### src/rtl/block_window_loader.sv
// Per-frame scanner for the block selector: reads block memory in address order and keeps the
// first NUM_SLOTS visible blocks inside the depth window ahead of the camera, committed atomically.
module block_window_loader #(
  parameter int NUM_SLOTS  = 12,
  parameter int NUM_BLOCKS = 256,
  parameter int ADDR_W     = 8,
  parameter int WINDOW_Z   = 4096,
  parameter int TIME_SHIFT = 4
) (
  input  logic                           clk_in,
  input  logic                           rst_in,
  input  logic                           frame_start_in,
  input  logic [17:0]                    curr_time_in,
  output logic [ADDR_W-1:0]              mem_addr_out,
  output logic                           mem_rd_out,
  input  logic [11:0]                    mem_x_in,
  input  logic [11:0]                    mem_y_in,
  input  logic [13:0]                    mem_z_in,
  input  logic                           mem_color_in,
  input  logic [2:0]                     mem_direction_in,
  input  logic                           mem_visible_in,
  output logic [NUM_SLOTS-1:0][11:0]     block_x_out,
  output logic [NUM_SLOTS-1:0][11:0]     block_y_out,
  output logic [NUM_SLOTS-1:0][13:0]     block_z_out,
  output logic [NUM_SLOTS-1:0]           block_color_out,
  output logic [NUM_SLOTS-1:0][2:0]      block_direction_out,
  output logic [NUM_SLOTS-1:0][7:0]      block_ID_out,
  output logic [NUM_SLOTS-1:0]           block_visible_out,
  output logic                           busy_out,
  output logic                           load_done_out,
  output logic                           dropped_frame_out
);

  localparam int FILL_W = $clog2(NUM_SLOTS + 1);

  typedef enum logic [1:0] {IDLE, SCAN, DRAIN, COMMIT} state_t;

  state_t                       state_q, state_n;
  logic                         rd_n;
  logic [ADDR_W-1:0]            addr_n;
  logic                         rd_valid_q;
  logic [ADDR_W-1:0]            rd_addr_q;
  logic [13:0]                  cam_z_q;
  logic [FILL_W-1:0]            fill_q;
  logic [14:0]                  z_diff;
  logic                         in_window;
  logic                         take;
  logic                         last_take;
  logic                         last_addr;
  logic                         unused_time;

  logic [NUM_SLOTS-1:0][11:0]   sh_x;
  logic [NUM_SLOTS-1:0][11:0]   sh_y;
  logic [NUM_SLOTS-1:0][13:0]   sh_z;
  logic [NUM_SLOTS-1:0]         sh_color;
  logic [NUM_SLOTS-1:0][2:0]    sh_dir;
  logic [NUM_SLOTS-1:0][7:0]    sh_id;
  logic [NUM_SLOTS-1:0]         sh_vis;

  // Only a 14-bit slice of the song time is used as camera z.
  assign unused_time = ^curr_time_in;

  // Read-data qualification: z below the camera makes the 15-bit difference negative.
  always_comb begin
    z_diff    = {1'b0, mem_z_in} - {1'b0, cam_z_q};
    in_window = mem_visible_in && !z_diff[14] && ({1'b0, z_diff[13:0]} < 15'(WINDOW_Z));
    take      = (state_q == SCAN || state_q == DRAIN) && rd_valid_q && in_window;
    last_take = take && (fill_q == FILL_W'(NUM_SLOTS - 1));
    last_addr = (mem_addr_out == ADDR_W'(NUM_BLOCKS - 1));
  end

  always_ff @(posedge clk_in) begin
    if (!rst_in) state_q <= IDLE;
    else         state_q <= state_n;
  end

  // The read issued alongside the final accept still goes out; its data is never used.
  always_comb begin
    state_n = state_q;
    rd_n    = 1'b0;
    addr_n  = mem_addr_out;
    unique case (state_q)
      IDLE: begin
        if (frame_start_in) begin
          state_n = SCAN;
          rd_n    = 1'b1;
          addr_n  = '0;
        end
      end
      SCAN: begin
        rd_n = !last_addr;
        if (!last_addr) addr_n = mem_addr_out + 1'b1;
        if (last_take)      state_n = COMMIT;
        else if (last_addr) state_n = DRAIN;
      end
      DRAIN:   state_n = COMMIT;
      COMMIT:  state_n = IDLE;
      default: state_n = IDLE;
    endcase
  end

  always_ff @(posedge clk_in) begin
    if (!rst_in) begin
      mem_rd_out          <= 1'b0;
      mem_addr_out        <= '0;
      rd_valid_q          <= 1'b0;
      rd_addr_q           <= '0;
      busy_out            <= 1'b0;
      load_done_out       <= 1'b0;
      dropped_frame_out   <= 1'b0;
      cam_z_q             <= '0;
      fill_q              <= '0;
      sh_x                <= '0;
      sh_y                <= '0;
      sh_z                <= '0;
      sh_color            <= '0;
      sh_dir              <= '0;
      sh_id               <= '0;
      sh_vis              <= '0;
      block_x_out         <= '0;
      block_y_out         <= '0;
      block_z_out         <= '0;
      block_color_out     <= '0;
      block_direction_out <= '0;
      block_ID_out        <= '0;
      block_visible_out   <= '0;
    end else begin
      mem_rd_out        <= rd_n;
      mem_addr_out      <= addr_n;
      rd_valid_q        <= mem_rd_out;
      rd_addr_q         <= mem_addr_out;
      busy_out          <= (state_n != IDLE);
      load_done_out     <= (state_q == COMMIT);
      dropped_frame_out <= frame_start_in && (state_q != IDLE);

      if (state_q == IDLE && frame_start_in) begin
        cam_z_q  <= curr_time_in[TIME_SHIFT+13 -: 14];
        fill_q   <= '0;
        sh_x     <= '0;
        sh_y     <= '0;
        sh_z     <= '0;
        sh_color <= '0;
        sh_dir   <= '0;
        sh_id    <= '0;
        sh_vis   <= '0;
      end else if (take) begin
        sh_x[fill_q]     <= mem_x_in;
        sh_y[fill_q]     <= mem_y_in;
        sh_z[fill_q]     <= mem_z_in;
        sh_color[fill_q] <= mem_color_in;
        sh_dir[fill_q]   <= mem_direction_in;
        sh_id[fill_q]    <= 8'(rd_addr_q);
        sh_vis[fill_q]   <= 1'b1;
        fill_q           <= fill_q + 1'b1;
      end

      // Slots beyond the fill count were cleared at frame start, so a plain copy suffices.
      if (state_q == COMMIT) begin
        block_x_out         <= sh_x;
        block_y_out         <= sh_y;
        block_z_out         <= sh_z;
        block_color_out     <= sh_color;
        block_direction_out <= sh_dir;
        block_ID_out        <= sh_id;
        block_visible_out   <= sh_vis;
      end
    end
  end

endmodule

### config.mk
export PLATFORM = sky130hd
export DESIGN_NAME = block_window_loader
export DESIGN_NICKNAME = d
export VERILOG_FILES = /design/src/rtl/block_window_loader.sv
export SDC_FILE = /design/constraint.sdc
export NUM_CORES = 2
export LEC_CHECK = 0
export ABC_AREA = 0
export CAP_MARGIN = 20
export CORE_MARGIN = 2
export CORE_UTILIZATION = 40
export CTS_CLUSTER_DIAMETER = 40
export CTS_CLUSTER_SIZE = 16
export DETAILED_ROUTE_END_ITERATION = 6
export PLACE_DENSITY = 0.62
export SYNTH_ARGS = -nofsm -noshare
export SYNTH_HDL_FRONTEND = slang
export SYNTH_SLANG_ARGS = --single-unit
### constraint.sdc
create_clock -name clk_in -period 2.35 [get_ports clk_in]
set_clock_uncertainty 0.05 [all_clocks]
set_input_delay 0.235 -clock clk_in [delete_from_list [all_inputs] [get_ports clk_in]]
set_output_delay 0.235 -clock clk_in [all_outputs]
set_load 0.05 [all_outputs]
==> flow_metrics.env <==
export IMPL_synth_area_leaders="dfxtp_1, mux2i_1, nor2b_1, nand2_1, clkbuf_1"
export IMPL_cpMaxStageDelayCell="a221o_2"
export IMPL_grt_pass1_vias=33060
export IMPL_synth_edf_count=0
export IMPL_fin_ws_ps=-343.0
export IMPL_grt_use_total_pct=25.22
export IMPL_irDropWorstVdd_mv=0.7106
export IMPL_power_frac_seq_pct=43.0
export IMPL_max_freq_ghz=0.3713
export IMPL_row_count=125
export IMPL_status="finished with violations"
export IMPL_die_area_um2=120200
export IMPL_synth_top_area_share_pct=53.91
export IMPL_port_buffers=683
export IMPL_synth_top_cell_by_area="dfxtp_1"
export IMPL_ys_seq_elements=1265
export IMPL_endpoint="sh_x[68]$_SDFFE_PP0P_"
export IMPL_async_reset_ff_share_pct=0
export IMPL_crit_fanout=12
export IMPL_h_tree_depth=4
export IMPL_die_h_um=346.7
export IMPL_routed_wl_um=158800
export IMPL_cp_data_arrival_time_ps=3320
export IMPL_core_region_area_um2=116400
export IMPL_finalSetupViolations=613
export IMPL_startpoint="cam_z_q[4]$_SDFFE_PN0P_"
export IMPL_finalPower_mw=49.98
export IMPL_grt_max_degree=184
export IMPL_drtIter0Drc=1896
export IMPL_via_per_inst=4.920
export IMPL_critPathRequiredTime_ps=2980
export IMPL_dp_hpwl_um=93480
export IMPL_drv_slew=0
export IMPL_synth_ff_type="dfxtp_1"
export IMPL_rrSetupSlack_ps=-340
export IMPL_period_share_pct=114.6
export IMPL_holdCritPathClass="in -> reg"
export IMPL_cp_end_kind="flip-flop"
export IMPL_fill_cells=10060
export IMPL_nets=5261
export IMPL_place_inst=6402
export IMPL_critical_path_class="reg -> reg"
export IMPL_hold_viol_final=0
export IMPL_grt_overflow_total=0
export IMPL_maxCapViolations=0
export IMPL_internal_power_mw=38.14
export IMPL_numCtsBuffers=167
export IMPL_syn_to_final_growth_pct=38.90
export IMPL_gp_congestion=0.7968
export IMPL_reg2regPathDepth=10
export IMPL_num_vias=33660
export IMPL_slew_headroom_pct=40.70
export IMPL_io_pins=688
export IMPL_worstMarginPinSlew_ps=889.5
export IMPL_wire_per_inst_um=23.21
export IMPL_syn_inst=4344
export IMPL_synth_cell_types=42
export IMPL_avgSynthCellArea_um2=10.81
export IMPL_drcViolationCount=0
export IMPL_ant_nets=0
export IMPL_stdcell_count=6842
export IMPL_pre_cts_ws_ps=-1066
export IMPL_grt_pass1_wl_um=225800
export IMPL_combPwrFrac_pct=3.9
export IMPL_leakage_nw=26.09
export IMPL_r2r_start="cam_z_q[4]$_SDFFE_PN0P_"
export IMPL_crit_chain="inv_2 -> ha_2 -> o21ai_4 -> a211oi_2 -> a221o_2 -> buf_12 -> mux2i_4 -> buf_8 -> buf_16 -> mux2i_1"
export IMPL_clockBufferDepth=3
export IMPL_switching_share_pct=23.69
export IMPL_layout_drive_gt1_share_pct=12.68
export IMPL_root_buffer="clkbuf_16"
export IMPL_clkSlewWorstSetupHoldPaths_ps=60
export IMPL_violations="negative setup slack"
export IMPL_cts_tree="yes"
export IMPL_syn_nets=4430
export IMPL_cellPowerDensity_nw_per_um2=766.0
export IMPL_grt_antenna_before_repair=13
export IMPL_rsz0062_at_grt="yes"
export IMPL_period_needed_ps=2693
export IMPL_rr_endpoint="sh_x[68]$_SDFFE_PP0P_"
export IMPL_fin_hold_ws_ps=124.6
export IMPL_worstSkewPairLatency_ps=750
export IMPL_start_kind="flip-flop"
export IMPL_start_util_pct=40.37
export IMPL_power_switching_mw=11.84
export IMPL_die_w_um=346.7
export IMPL_seq_area_frac_synth_pct=53.91
export IMPL_p_clk_share_pct=53.1
export IMPL_synth_area_um2=46970
export IMPL_slowest_delay_ps=480
export IMPL_drt_first_pass_iters=5
export IMPL_numClockSinks=1265
export IMPL_ys_warn_count=0
-- layer usage --
metal  part of all wire, %  wire length (um)  global-route usage [%]
met5                 0.081               129                       0
met4                   2.8              4390                   7.356
met3                   5.0              7967                   4.827
met2                    47             74400                   41.46
met1                    45             71950                   33.58
-- synth_stat cells, types with 2 or more instances --
master    count
dfxtp_1    1265
mux2i_1    1221
nand2_1     702
nor2b_1     616
clkbuf_1    222
buf_1        50
buf_6        30
inv_1        30
buf_2        29
ha_1         22
nor2_1       22
nor3_1       18
a21boi_0     16
a21oi_1      16
and2_1       11
o21ai_0      10
nand3_1       8
nand4_1       6
buf_4         5
mux2i_2       5
mux2i_4       5
a211oi_1      4
nand2b_1      4
or3_1         3
xor2_1        3
and2_0        2
and3_1        2
o21a_1        2
o311ai_0      2
-- power by group through the flow --
stage	registers, mW	logic [mW]	clock network [mW]
final	21.5	1.95	26.5
after global routing	21.5	2.07	27.8
after CTS	21.5	1.94	26.9
after detailed placement	22.0	1.86	0
after global placement	22.0	1.87	0
after floorplan	22.0	0.947	0
-- how the worst min path moves through the flow --
| stage | from | to | slack, ps | depth (start not counted) |
|---|---|---|---|---|
| 2_1_floorplan | frame_start_in | dropped_frame_out$_SDFF_PN0_ | 310 | 2 |
| 3_3_place_gp | sh_vis[4]$_SDFFE_PP0P_ | sh_vis[4]$_SDFFE_PP0P_ | 380 | 2 |
| 3_5_place_dp | sh_vis[11]$_SDFFE_PP0P_ | sh_vis[11]$_SDFFE_PP0P_ | 390 | 2 |
| 4_1_cts | curr_time_in[5] | cam_z_q[1]$_SDFFE_PN0P_ | 70 | 3 |
| 5_1_grt | curr_time_in[4] | cam_z_q[0]$_SDFFE_PN0P_ | 110 | 3 |
| 6_report | curr_time_in[4] | cam_z_q[0]$_SDFFE_PN0P_ | 120 | 3 |
-- per-stage QoR --
| step | utilization [%] | setup TNS [ps] | area (um^2) |
|---|---|---|---|
| floorplan | - | -1076 | 47140 |
| global placement | 48.46 | -600830 | 56390 |
| detailed placement | 48.46 | -607510 | 56390 |
| CTS | 56.15 | -137360 | 65330 |
| global route | 56.06 | -197000 | 65240 |
| finish | 56.07 | -143640 | 65240 |
-- worst max-delay path: cells and delay by family, from the launching register on --
kind	cells	cell delay, ps
AO/OA/AOI/OAI	3	810
adder cells (fa/ha/maj)	1	290
buffers and inverters	4	670
flip-flops	1	320
multiplexers	2	460
-- sequential cells by signal (all words and copies together), names as in the netlist, 2 cells and up --
register and cells:
block_direction_out 36, sh_color 12, fill_q 4, sh_x 144, block_ID_out 96, state_q 2
sh_z 168, sh_y 144, block_z_out 168, cam_z_q 14, sh_dir 36, sh_vis 12
block_y_out 144, mem_addr_out 8, rd_addr_q 8, sh_id 96, block_color_out 12, block_visible_out 12
block_x_out 144
-- kinds of logic after synthesis --
family	Yosys count	share of synthesized area [%]
fa+ha+maj	22	0.5860
mux	1232	26.43
compound gates	57	0.7725
flops	1265	53.91
buf+inv	366	3.521
simple gates	1398	14.70
xor+xnor	4	0.07460
-- placed cells by master (no fill, tap or decap), types with 13 or more instances in the layout --
master           synthesis  final
a21boi_0                16     16
clkinvlp_4               0     16
inv_1                   30     24
dlygate4sd2_1            0     50
nor3_1                  18     13
inv_6                    0     33
ha_1                    22     14
mux2i_1               1221   1216
clkdlybuf4s50_1          0    623
buf_16                   0     48
buf_6                   30     18
buf_4                    5    126
nor2b_1                616    616
clkinv_4                 0     20
nand2_1                702    702
bufinv_16                0     15
clkbuf_16                0    183
nor2_1                  22     20
mux2i_4                  5     13
buf_12                   0     97
dfxtp_1               1265   1258
-- layout make-up --
class / count / area [um^2] / area share, %
Timing Repair Buffer: 998 / 11640 / 17.85
Tap cell: 1524 / 1907 / 2.923
Antenna cell: 3 / 7.507 / 0.01151
Sequential cell: 1265 / 25330 / 38.83
Multi-Input combinational cell: 2713 / 20310 / 31.13
Clock inverter: 114 / 1371 / 2.102
Inverter: 30 / 115.1 / 0.1764
Clock buffer: 195 / 4553 / 6.979
-- what timing repair did --
action / in CTS / in global routing
resized for setup: 233 / 59
buffers inserted: 65 / 14
hold buffers: 12 / 0
pin swaps: 12 / 5
cloned: 57 / 10
endpoints found under the hold margin: 12 / 0
setup endpoints to repair: 670 / 623
(Power assumes the default switching activity.)
